### src/rtl/eql_cont_gen.sv
// Front end for the interrupt-handler FSM: synchronises the external request into eql
// and runs the enable-gated limit counter that produces cont_eql, plus a sticky overrun flag.
module eql_cont_gen #(
   parameter int unsigned      WIDTH     = 4,
   parameter logic [WIDTH-1:0] LIMIT_RST = WIDTH'(5),
   parameter logic [1:0]       CC_ACKIN  = 2'b11
) (
   input  logic             clock,
   input  logic             reset,
   input  logic             req_in,
   input  logic             enable_count,
   input  logic [1:0]       cc_mux,
   input  logic             lim_load,
   input  logic [WIDTH-1:0] lim_data,
   output logic             eql,
   output logic             cont_eql,
   output logic [WIDTH-1:0] cnt,
   output logic             ovf
);

   logic             sync1_q, sync1_d;
   logic             sync2_q, sync2_d;
   logic             eql_q, eql_d;
   logic [WIDTH-1:0] cnt_q, cnt_d;
   logic [WIDTH-1:0] lim_q, lim_d;
   logic             cont_eql_q, cont_eql_d;
   logic             ovf_q, ovf_d;
   logic             ack;
   logic             at_limit;

   always_comb begin
      ack      = (cc_mux == CC_ACKIN);
      at_limit = (cnt_q >= lim_q);

      sync1_d = req_in;
      sync2_d = sync1_q;
      eql_d   = sync2_q;

      lim_d = lim_load ? lim_data : lim_q;

      cnt_d = cnt_q;
      ovf_d = ovf_q;
      // The acknowledge clear dominates, so an enable in the same cycle never flags overrun.
      if (ack) begin
         cnt_d = '0;
      end else if (enable_count) begin
         if (!at_limit) begin
            cnt_d = cnt_q + WIDTH'(1);
         end else begin
            ovf_d = 1'b1;
         end
      end

      // Compare against next-state values so cont_eql lines up with the updated cnt.
      cont_eql_d = (cnt_d == lim_d);
   end

   always_ff @(posedge clock or negedge reset) begin
      if (!reset) begin
         sync1_q    <= 1'b0;
         sync2_q    <= 1'b0;
         eql_q      <= 1'b0;
         cnt_q      <= '0;
         lim_q      <= LIMIT_RST;
         cont_eql_q <= 1'b0;
         ovf_q      <= 1'b0;
      end else begin
         sync1_q    <= sync1_d;
         sync2_q    <= sync2_d;
         eql_q      <= eql_d;
         cnt_q      <= cnt_d;
         lim_q      <= lim_d;
         cont_eql_q <= cont_eql_d;
         ovf_q      <= ovf_d;
      end
   end

   assign eql      = eql_q;
   assign cont_eql = cont_eql_q;
   assign cnt      = cnt_q;
   assign ovf      = ovf_q;

endmodule

### config.mk
export PLATFORM = sky130hd
export DESIGN_NAME = eql_cont_gen
export DESIGN_NICKNAME = d
export VERILOG_FILES = /design/src/rtl/eql_cont_gen.sv
export SDC_FILE = /design/constraint.sdc
export NUM_CORES = 1
export LEC_CHECK = 0
export ABC_AREA = 0
export CAP_MARGIN = 0
export CORE_ASPECT_RATIO = 0.75
export CORE_MARGIN = 3
export CORE_UTILIZATION = 26
export DETAILED_ROUTE_END_ITERATION = 16
export PLACE_DENSITY = 0.56
export SLEW_MARGIN = 30
export SYNTH_ARGS = -nofsm -noshare
export SYNTH_HDL_FRONTEND = slang
export SYNTH_SLANG_ARGS = --single-unit
### constraint.sdc
create_clock -name clock -period 3 [get_ports clock]
set_input_delay 0.6 -clock clock [delete_from_list [all_inputs] [get_ports clock]]
set_output_delay 0.6 -clock clock [all_outputs]
set_load 0.02 [all_outputs]
==> metrics.md, run 1 <==
| Metric | Value |
|---|---|
| Status | `complete, no violations` |
| Max cap viols | `0` |
| Data required, critical path | `between 3 and 4 ns` |
| Post-route DRC | `0` |
| Ant. Diodes | `0` |
| Remaining antenna violation count | `0` |
| Post-cts hold buffer count | `0` |
| Seq/Total Area, Yosys | `roughly 36%` |
| Top-count cell post-synth | `dfrtp_1` |
| Reg clk slew, reported paths | `0.05 ns` |
| Slew HR | `between 60% and 70%` |
| Final instance area | `between 1000 and 1500 um^2` |
| Critical Path Sink | `cont_eql` |
| Cell area after synthesis | `~910 um^2` |
| First-pass GRT wire length | `3.62 mm` |
| Layout cells sized above 1 | `a little under a fifth` |
| Crit path capture type | `flip-flop` |
| Chip width | `74.3 um` |
| Period Utilization, post-route | `between 80% and 90%` |
| Final setup TNS | `0 ns` |
| Worst slew pin tran | `a little under 0.6 ns` |
| F_max | `415 MHz` |
| Dpl cell area | `about 1100 um^2` |
| Slew Limit Fails | `0` |
| LEAKAGE | `approximately 0.5 nW` |
| Gate Count Post-Synth | `88` |
| Setup CP Type | `flip-flop to flip-flop` |
| Gp weighted congestion | `approximately 0.83` |
| Clock tree buffer depth | `2` |
| Arr. time, crit path | `between 2 and 3 ns` |
| Avg Cell Area, Syn | `slightly above 10 um^2` |
| Critical path fanouts, max | `6` |
| Startpoint types | `flip-flop` |
| Detailed placement HPWL | `1.59 mm` |
| TritonCTS buffer count | `3` |
| TritonRoute pass-1 iters | `4` |
| Post_cts resized | `0` |
| Yosys top cell area share | `a little under a third` |
| Initial Util | `28.9%` |
| Die area | `around 4300 um^2` |
| Post-synth top area cell | `dfrtp_1` |
| Hold Path Class | `flip-flop to flip-flop` |
| IO buf count | `17` |
| Final hold violations | `0` |
| Htree depth | `1` |
| Setup slack at placement | `roughly 0.56 ns` |
| R2R setup slack | `0.59 ns` |
| RSZ-0062 raised after global routing | `no` |
| Post-synth EDFFs | `0` |
| Ys async rst share | `100%` |
| GR Util All Layers | `a little over a tenth` |
| Worst reg2reg path depth | `8` |
| Setup-failing EPs final | `0` |
| Post-Route WL | `between 2 and 2.5 mm` |
| Via-to-Cell Ratio | `between 5 and 6` |
| Flops & latches, synth | `13` |
| # rows | `17` |
| Peak supply drop | `between 0.2 and 0.3 mV` |
| Clock skew | `0.00457 ns` |
| Slack of the critical path | `0.592 ns` |
| Largest net degree at the start of global routing | `14` |
| Dominant cells by area after synthesis | `dfrtp_1 30%, ha_1 6.9%, dfstp_2 5.8%` |
| Initial drt markers | `between 50 and 60` |
| Synth Warn # | `0` |
| Most common library cells after synthesis | `11 x dfrtp_1, 10 x nand2_1, 7 x inv_1, 5 x ha_1, 4 x and3_1` |
| Skew-Pair Late Insertion Delay | `about 0.24 ns` |
| Mapped Nets | `104` |
| Postcts setup bufs | `0` |
| Critical R2R Capture | `cont_eql` |
| Grt ovf | `0` |
| IO Pins | `18` |
| Root Driver | `clkbuf_8` |
| Reg-to-reg startpoint | `lim_q[2]` |
| Main synth FF type | `dfrtp_1` |
| Clk sinks | `13` |
| TritonCTS clock tree | `done` |
| Final critical-path required period | `roughly 2.4 ns` |
| Pwr/cell area | `around 750 nW/um^2` |
| Initial antenna violation count | `0` |
| Area delta synth->final | `26.3%` |
| Setup crit start | `lim_q[2]` |
| Via count | `759` |
| Number of global-route vias before repair | `767` |
| Netlist cell types | `41` |
| Placeable Area | `3150 um^2` |
| Layout Nets | `between 100 and 150` |
| Die height | `57.2 um` |
| Avg WL per Cell | `between 10 and 15 um` |
[cell type report]
| class | instances | area [um^2] |
|---|---|---|
| Inverter | 7 | 26.3 |
| Clock buffer | 4 | 45.0 |
| Timing Repair Buffer | 17 | 170 |
| Sequential cell | 13 | 328 |
| Tap cell | 38 | 47.5 |
| Multi-Input combinational cell | 65 | 532 |
| Fill cell | 327 | 2000 |
[how the worst min path moves through the flow]
stage	start	end	slack, ns	depth (start not counted)
6_report	eql_d	eql	0.35	0
5_1_grt	eql_d	eql	0.36	0
4_1_cts	sync1_q	eql_d	0.35	0
3_5_place_dp	sync1_q	eql_d	0.34	0
3_3_place_gp	sync1_q	eql_d	0.33	0
2_1_floorplan	reset	cnt[0]	0.30	0
[sequential cells by signal (all words and copies together) (netlist names)]
signal,flops
eql,1
cnt,4
cont_eql,1
sync1_q,1
lim_q,4
ovf,1
eql_d,1
[logic make-up after synthesis]
kind of cell    Yosys count  share of synthesized area, %
compound gates           22                          23.5
xor+xnor                  2                          1.93
fa+ha+maj                 5                          6.88
buf+inv                  10                          5.50
flops                    13                          36.0
simple gates             33                          22.7
mux                       3                          3.44
[layer usage]
layer,up-vias,GRT usage (%),routed length [um]
met2,24,16.8,987
li1,367,-,-
met4,0,1.52,12
met1,366,14.9,991
met5,-,0,0
met3,2,4.05,120
[critical path: stages (launching register included)]
cell      delay (ns)
dfstp_2         0.52
inv_1           0.05
ha_1            0.31
a21o_1          0.20
a31o_4          0.24
a211oi_4        0.37
a211oi_1        0.15
o32ai_2         0.38
nor4_2          0.06
[power by group]
| part | internal (W) | total [W] | switching (W) |
|---|---|---|---|
| sequential | 0.000208 | 0.000253 | 0.0000451 |
| combinational | 0.000208 | 0.000448 | 0.000240 |
| clock | 0.0000938 | 0.000156 | 0.0000624 |
| total | 0.000509 | 0.000857 | 0.000348 |
[per-stage QoR]
step / instances / util (%) / hold slack [ns] / power [W]
3_3_place_gp: 140 / 35.1 / 0.332 / 0.000695
5_1_grt: 144 / 36.5 / 0.361 / 0.000919
6_report: 144 / 36.5 / 0.349 / 0.000857
2_1_floorplan: 88 / - / 0.304 / 0.000568
3_5_place_dp: 140 / 35.1 / 0.341 / 0.000701
4_1_cts: 144 / 36.5 / 0.353 / 0.000867
[cells in the final DEF (no fill, tap or decap), types with 3 or more instances in the layout]
cell type / netlist / layout
clkbuf_8: 0 / 3
nand3_1: 3 / 3
inv_1: 7 / 7
nor3_1: 3 / 3
nor2_1: 3 / 3
ha_1: 5 / 5
dfrtp_1: 11 / 11
clkdlybuf4s50_1: 0 / 17
and3_1: 4 / 4
nand2_1: 10 / 10
(Power assumes the default switching activity.)
==> run 2, diff against run 1 <==
PLACE_DENSITY = 0.58   (was 0.56)
clock period = 2.15 ns   (was 3 ns; I/O delays follow)
==> run 2 against run 1 <==
Compared with the run above: core utilization increased by 4.6 points; largest power group unchanged; wire length increased by 12%; count of clock-buffer cells in the layout unchanged; via count increased by 9.0%; fmax increased by 14%; clock power increased by 35%; non-clock buffer count increased by 14.
==> metrics.md, run 2 (synthesis results as in run 1) <==
| Metric | Value |
|---|---|
| Status | `complete, no violations` |
| Htree depth | `1 (unchanged)` |
| Chip width | `74.3 um (unchanged)` |
| Startpoint types | `flip-flop` |
| IO Pins | `18 (unchanged)` |
| Worst slew pin tran | `0.595 ns (+0.00179 ns)` |
| Most common cell after layout, fill and taps aside | `clkdlybuf4s50_1` |
| LEAKAGE | `0.560 nW (+14%)` |
| Gp weighted congestion | `0.917 (+11%)` |
| F_max | `475 MHz (+14%)` |
| Non-Filler Instances | `158 (+9.7%)` |
| Via count | `827 (+9.0%)` |
| Clock tree buffer depth | `2 (unchanged)` |
| Largest stage delay, worst path | `0.55 ns (+0.03 ns)` |
| Peak supply drop | `0.469 mV (+74%)` |
| Cell family with most CP delay | `compound AO/OA/AOI/OAI gates` |
| Met1 wire length | `1.18 mm (+19%)` |
| Ordered cell list for the critical path | `ha_4 > nand2b_4 > a31o_4 > a211oi_4 > mux2i_1 > o32ai_2 > nor4_2` |
| Initial antenna violation count | `0 (unchanged)` |
| Hold Path Class | `flip-flop to flip-flop` |
| Reg-to-reg startpoint | `lim_q[0]` |
| GR Util All Layers | `12.6% (+1.7 points)` |
| Slew HR | `60.2% (-0.12 points)` |
| Cells after DPL | `153 (+9.3%)` |
| Setup CP Type | `flip-flop to flip-flop` |
| Initial Util | `28.9% (unchanged)` |
| Die area | `4250 um^2 (unchanged)` |
| Post-cts hold buffer count | `0 (unchanged)` |
| Remaining antenna violation count | `0 (unchanged)` |
| Hold Startpoint | `sync1_q` |
| Post-route DRC | `0 (unchanged)` |
| TritonCTS clock tree | `done` |
| Skew-Pair Late Insertion Delay | `0.24 ns (about the same)` |
| Slew Limit Fails | `0 (unchanged)` |
| Clk sinks | `13 (unchanged)` |
| Final hold slack | `0.338 ns (-0.0109 ns)` |
| Die height | `57.2 um (unchanged)` |
| Grt ovf | `0 (unchanged)` |
| Arr. time, crit path | `2.24 ns (-0.28 ns)` |
| Layout cells sized above 1 | `33.3% (+14 points)` |
| Final Util | `41.1% (+4.6 points)` |
| Period Utilization, post-route | `97.9% (+18 points)` |
| Post-Route WL | `2.37 mm (+12%)` |
| Max Used Layer | `met4` |
| CP max-delay cell | `dfstp_2` |
| Placeable Area | `3150 um^2 (unchanged)` |
| TritonCTS buffer count | `3 (unchanged)` |
| Root Driver | `clkbuf_8` |
| Avg WL per Cell | `15.0 um (+2.4%)` |
| Met3 WL | `178 um (+48%)` |
| Setup slack at placement | `-0.0501 ns (-0.607 ns)` |
| Number of global-route vias before repair | `822 (+7.2%)` |
| Setup-failing EPs final | `0 (unchanged)` |
| Buf/Inv on CP | `0 (-1)` |
| Initial drt markers | `67 (+20%)` |
| Layout Nets | `137 (+11%)` |
| Total chip power | `0.00136 W (+58%)` |
| TritonRoute pass-1 iters | `7 (+3)` |
| Commonest non-fill, non-tap cells in the layout | `17 x clkdlybuf4s50_1, 14 x buf_4, 10 x nand2_1, 10 x dfrtp_1, 6 x inv_1` |
| Area delta synth->final | `42.1%` |
| RSZ-0062 raised after global routing | `yes` |
| Slack of the critical path | `0.0462 ns (-0.546 ns)` |
| Via-to-Cell Ratio | `5.23 (-0.70%)` |
| Pwr/cell area | `1050 nW/um^2 (+41%)` |
| # rows | `17 (unchanged)` |
| Critical path fanouts, max | `6 (unchanged)` |
| Setup crit start | `lim_q[0]` |
| IO buf count | `17 (unchanged)` |
| Max cap viols | `0 (unchanged)` |
| Detailed placement HPWL | `1.87 mm (+18%)` |
| Final hold violations | `0 (unchanged)` |
| Largest net degree at the start of global routing | `14 (unchanged)` |
| First-pass GRT wire length | `4.07 mm (+13%)` |
| Clock skew | `0.00746 ns (+0.00289 ns)` |
| Reg clk slew, reported paths | `0.06 ns (about the same)` |
| Final critical-path required period | `2.10 ns (-0.304 ns)` |
| Data required, critical path | `2.28 ns (-0.84 ns)` |
| Crit path capture type | `flip-flop` |
| Met2 wire length | `980 um (-0.71%)` |
| Ant. Diodes | `0 (unchanged)` |
## run 2: per-layer routing
| metal | vias up | GRT usage, % |
|---|---|---|
| li1 | 397 | - |
| met1 | 396 | 18.4 |
| met2 | 30 | 17.7 |
| met3 | 4 | 4.23 |
| met4 | 0 | 3.55 |
| met5 | - | 0 |
## run 2: timing repair
item,4_1_cts,5_1_grt
pin swaps,5,0
gates resized for setup,3,2
endpoints found under the setup margin,1,1
setup buffers,1,0
## run 2: per-stage QoR
stage / area, um^2 / setup TNS [ns]
4_1_cts: 1280 / 0
5_1_grt: 1290 / -0.0697
2_1_floorplan: 911 / 0
3_3_place_gp: 1200 / -0.0150
3_5_place_dp: 1200 / -0.0501
6_report: 1290 / 0
## run 2: worst paths after layout
path	end	slack, ns	cells after the start
min reg2reg	eql_d	0.34	0
max reg2reg	cont_eql	0.05	7
max in group asynchronous	cnt[0]	1.16	1
min in group asynchronous	eql_d	0.57	1
min	eql_d	0.34	0
max	cont_eql	0.05	7
## run 2: layout make-up
class                      instances  area (um^2)
tap                               38         47.5
fill                             317         1860
inverter                           7         26.3
sequential                        13          329
clock buffer                       4         45.0
multi-input combinational         65          569
timing repair buffer              31          275
## run 2: report_power, final
part	total, W	internal (W)	switching [W]	leakage, nW
Clock	0.000210	0.000130	0.0000800	0.0228
Combinational	0.000826	0.000404	0.000422	0.384
Sequential	0.000320	0.000292	0.0000277	0.154
Total	0.00136	0.000827	0.000530	0.560
## run 2: worst reg2reg max path, cell delays in order (launching register included)
cell,delay [ns]
dfstp_2,0.55
ha_4,0.19
nand2b_4,0.15
a31o_4,0.29
a211oi_4,0.29
mux2i_1,0.24
o32ai_2,0.11
nor4_2,0.18
==> run 3, diff against run 2 <==
PLACE_DENSITY = default   (was 0.58)
SKIP_CTS_REPAIR_TIMING = 1   (was default)
TNS_END_PERCENT = 50   (was default)
==> run 3 against run 2 <==
Compared with the run above: the run now ends with negative setup slack left; critical path depth is 1 higher; global-route usage is 0.80 points lower; combinational power is 11% higher; die area stayed put; power is 7.1% higher; sequential cell count stayed put; first-iteration DRC count is 25% lower; clock skew is 0.0062 ns lower; critical endpoint unchanged.
==> metrics.md, run 3 (synthesis results as in run 1) <==
| Metric | Value |
|---|---|
| Post-route DRC | `0 (unchanged)` |
| Cell family with most CP delay | `compound AO/OA/AOI/OAI gates` |
| Remaining antenna violation count | `0 (unchanged)` |
| Period Utilization, post-route | `102% (+3.7 points)` |
| Max cap viols | `0 (unchanged)` |
| Setup-failing EPs final | `1 (+1)` |
| Final hold violations | `0 (unchanged)` |
| Crit path capture type | `flip-flop` |
| RSZ-0062 raised after global routing | `yes` |
| Data required, critical path | `2.30 ns (+0.02 ns)` |
| Buf/Inv on CP | `2 (+2)` |
| Area delta synth->final | `48.0%` |
| Setup CP Type | `flip-flop to flip-flop` |
| Layout Nets | `142 (+3.6%)` |
| Post-Route WL | `2.39 mm (+0.72%)` |
| Final critical-path required period | `2.18 ns (+0.0793 ns)` |
| Htree depth | `1 (unchanged)` |
| Initial antenna violation count | `0 (unchanged)` |
| Clock skew | `0.00129 ns (-0.00617 ns)` |
| Placeable Area | `3150 um^2 (unchanged)` |
| Pwr/cell area | `1080 nW/um^2 (+2.8%)` |
| Die height | `57.2 um (unchanged)` |
| IO Pins | `18 (unchanged)` |
| Sw frac | `37.4% (-1.7 points)` |
| Largest stage delay, worst path | `0.52 ns (-0.03 ns)` |
| F_max | `458 MHz (-3.6%)` |
| CP max-delay cell | `dfstp_2` |
| TritonCTS buffer count | `3 (unchanged)` |
| Detailed placement HPWL | `1.87 mm (+0.16%)` |
| Slack of the critical path | `-0.0331 ns (-0.0793 ns)` |
| Clk sinks | `13 (unchanged)` |
| Final hold slack | `0.348 ns (+0.00997 ns)` |
| Fillers | `313 (-1.3%)` |
| Via-to-Cell Ratio | `5.12 (-2.2%)` |
| Status | `complete, but fails checks` |
| Initial drt markers | `50 (-25%)` |
| LEAKAGE | `0.589 nW (+5.1%)` |
| Die area | `4250 um^2 (unchanged)` |
| IO buf count | `17 (unchanged)` |
| Via count | `834 (+0.85%)` |
| First-pass GRT wire length | `3.89 mm (-4.4%)` |
| GR Util All Layers | `11.8% (-0.80 points)` |
| Startpoint types | `flip-flop` |
| Gp weighted congestion | `0.930 (+1.4%)` |
| Slew Limit Fails | `0 (unchanged)` |
| Hold Path Class | `flip-flop to flip-flop` |
| R2R setup slack | `-0.03 ns (-0.08 ns)` |
| TritonCTS clock tree | `done` |
| Clk pwr share | `14.9% (-0.6 points)` |
| Initial Util | `28.9% (unchanged)` |
| Root Driver | `clkbuf_8` |
| Net switching power | `0.000543 W (+2.5%)` |
| Sequential share of power | `21.8% (-1.8 points)` |
| Ant. Diodes | `0 (unchanged)` |
| # rows | `17 (unchanged)` |
| Ordered cell list for the critical path | `inv_2 > ha_4 > buf_4 > a31o_4 > a211oi_4 > mux2i_1 > o32ai_2 > nor4_2` |
| Setup slack at placement | `-0.0828 ns (-0.0326 ns)` |
| Internal power | `0.000909 W (+10%)` |
| Worst slew pin tran | `0.591 ns (-0.00416 ns)` |
| Most common cell after layout, fill and taps aside | `buf_4` |
| Grt ovf | `0 (unchanged)` |
| Layout cells sized above 1 | `35.2% (+1.9 points)` |
| TritonRoute pass-1 iters | `4 (-3)` |
| Chip width | `74.3 um (unchanged)` |
| Largest net degree at the start of global routing | `14 (unchanged)` |
| Avg WL per Cell | `14.7 um (-2.4%)` |
| Failing checks | `negative setup slack` |
| Clock tree buffer depth | `2 (unchanged)` |
| Peak supply drop | `0.426 mV (-9.0%)` |
| Reg clk slew, reported paths | `0.05 ns (about the same)` |
| Number of global-route vias before repair | `843 (+2.6%)` |
| Slew HR | `60.5% (+0.28 points)` |
| Skew-Pair Late Insertion Delay | `0.24 ns (about the same)` |
| Arr. time, crit path | `2.33 ns (+0.09 ns)` |
| Power share of the combinational group | `63.3% (+2.4 points)` |
| Critical path fanouts, max | `4 (-2)` |
| Commonest non-fill, non-tap cells in the layout | `18 x buf_4, 17 x clkdlybuf4s50_1, 10 x nand2_1, 10 x dfrtp_1, 6 x inv_1` |
-- run 3: worst paths after layout --
| check | start | to | cells past startpoint |
|---|---|---|---|
| max reg2reg | lim_q[2] | cont_eql | 8 |
| min reg2reg | sync1_q | eql_d | 0 |
| min | sync1_q | eql_d | 0 |
| max in group asynchronous | reset | cnt[0] | 1 |
| min in group asynchronous | reset | ovf | 1 |
| max | lim_q[2] | cont_eql | 8 |
-- run 3: per-stage QoR --
stage          power (W)  setup TNS (ns)  cell area (um^2)  instances  util, %
3_3_place_gp     0.00114         -0.0589              1230        155     39.1
5_1_grt          0.00155          -0.163              1350        163     42.8
4_1_cts          0.00138         -0.0891              1270        159     40.5
3_5_place_dp     0.00115         -0.0828              1230        155     39.1
2_1_floorplan   0.000795               0               911         88        -
6_report         0.00145         -0.0331              1350        163     42.8
-- run 3: cell type report --
class,count,area (um^2),area share [%]
clock buffers,4,45.0,3.35
inverters,7,26.3,1.95
multi-input cells,65,573,42.6
flip-flops and latches,13,329,24.4
well taps,38,47.5,3.53
repair buffers,36,325,24.2
-- run 3: per-layer routing --
layer / GRT usage (%) / part of all wire [%]
met1: 15.8 / 48
met2: 18.3 / 48
met3: 3.52 / 3.2
met4: 3.81 / 0.50
met5: 0 / 0
-- run 3: power by group through the flow --
stage / Clock [W] / Sequential [W] / Combinational [W]
floorplan: 0 / 0.000380 / 0.000415
finish: 0.000216 / 0.000317 / 0.000919
detailed placement: 0 / 0.000317 / 0.000837
global route: 0.000234 / 0.000323 / 0.000990
CTS: 0.000222 / 0.000313 / 0.000841
global placement: 0 / 0.000316 / 0.000827
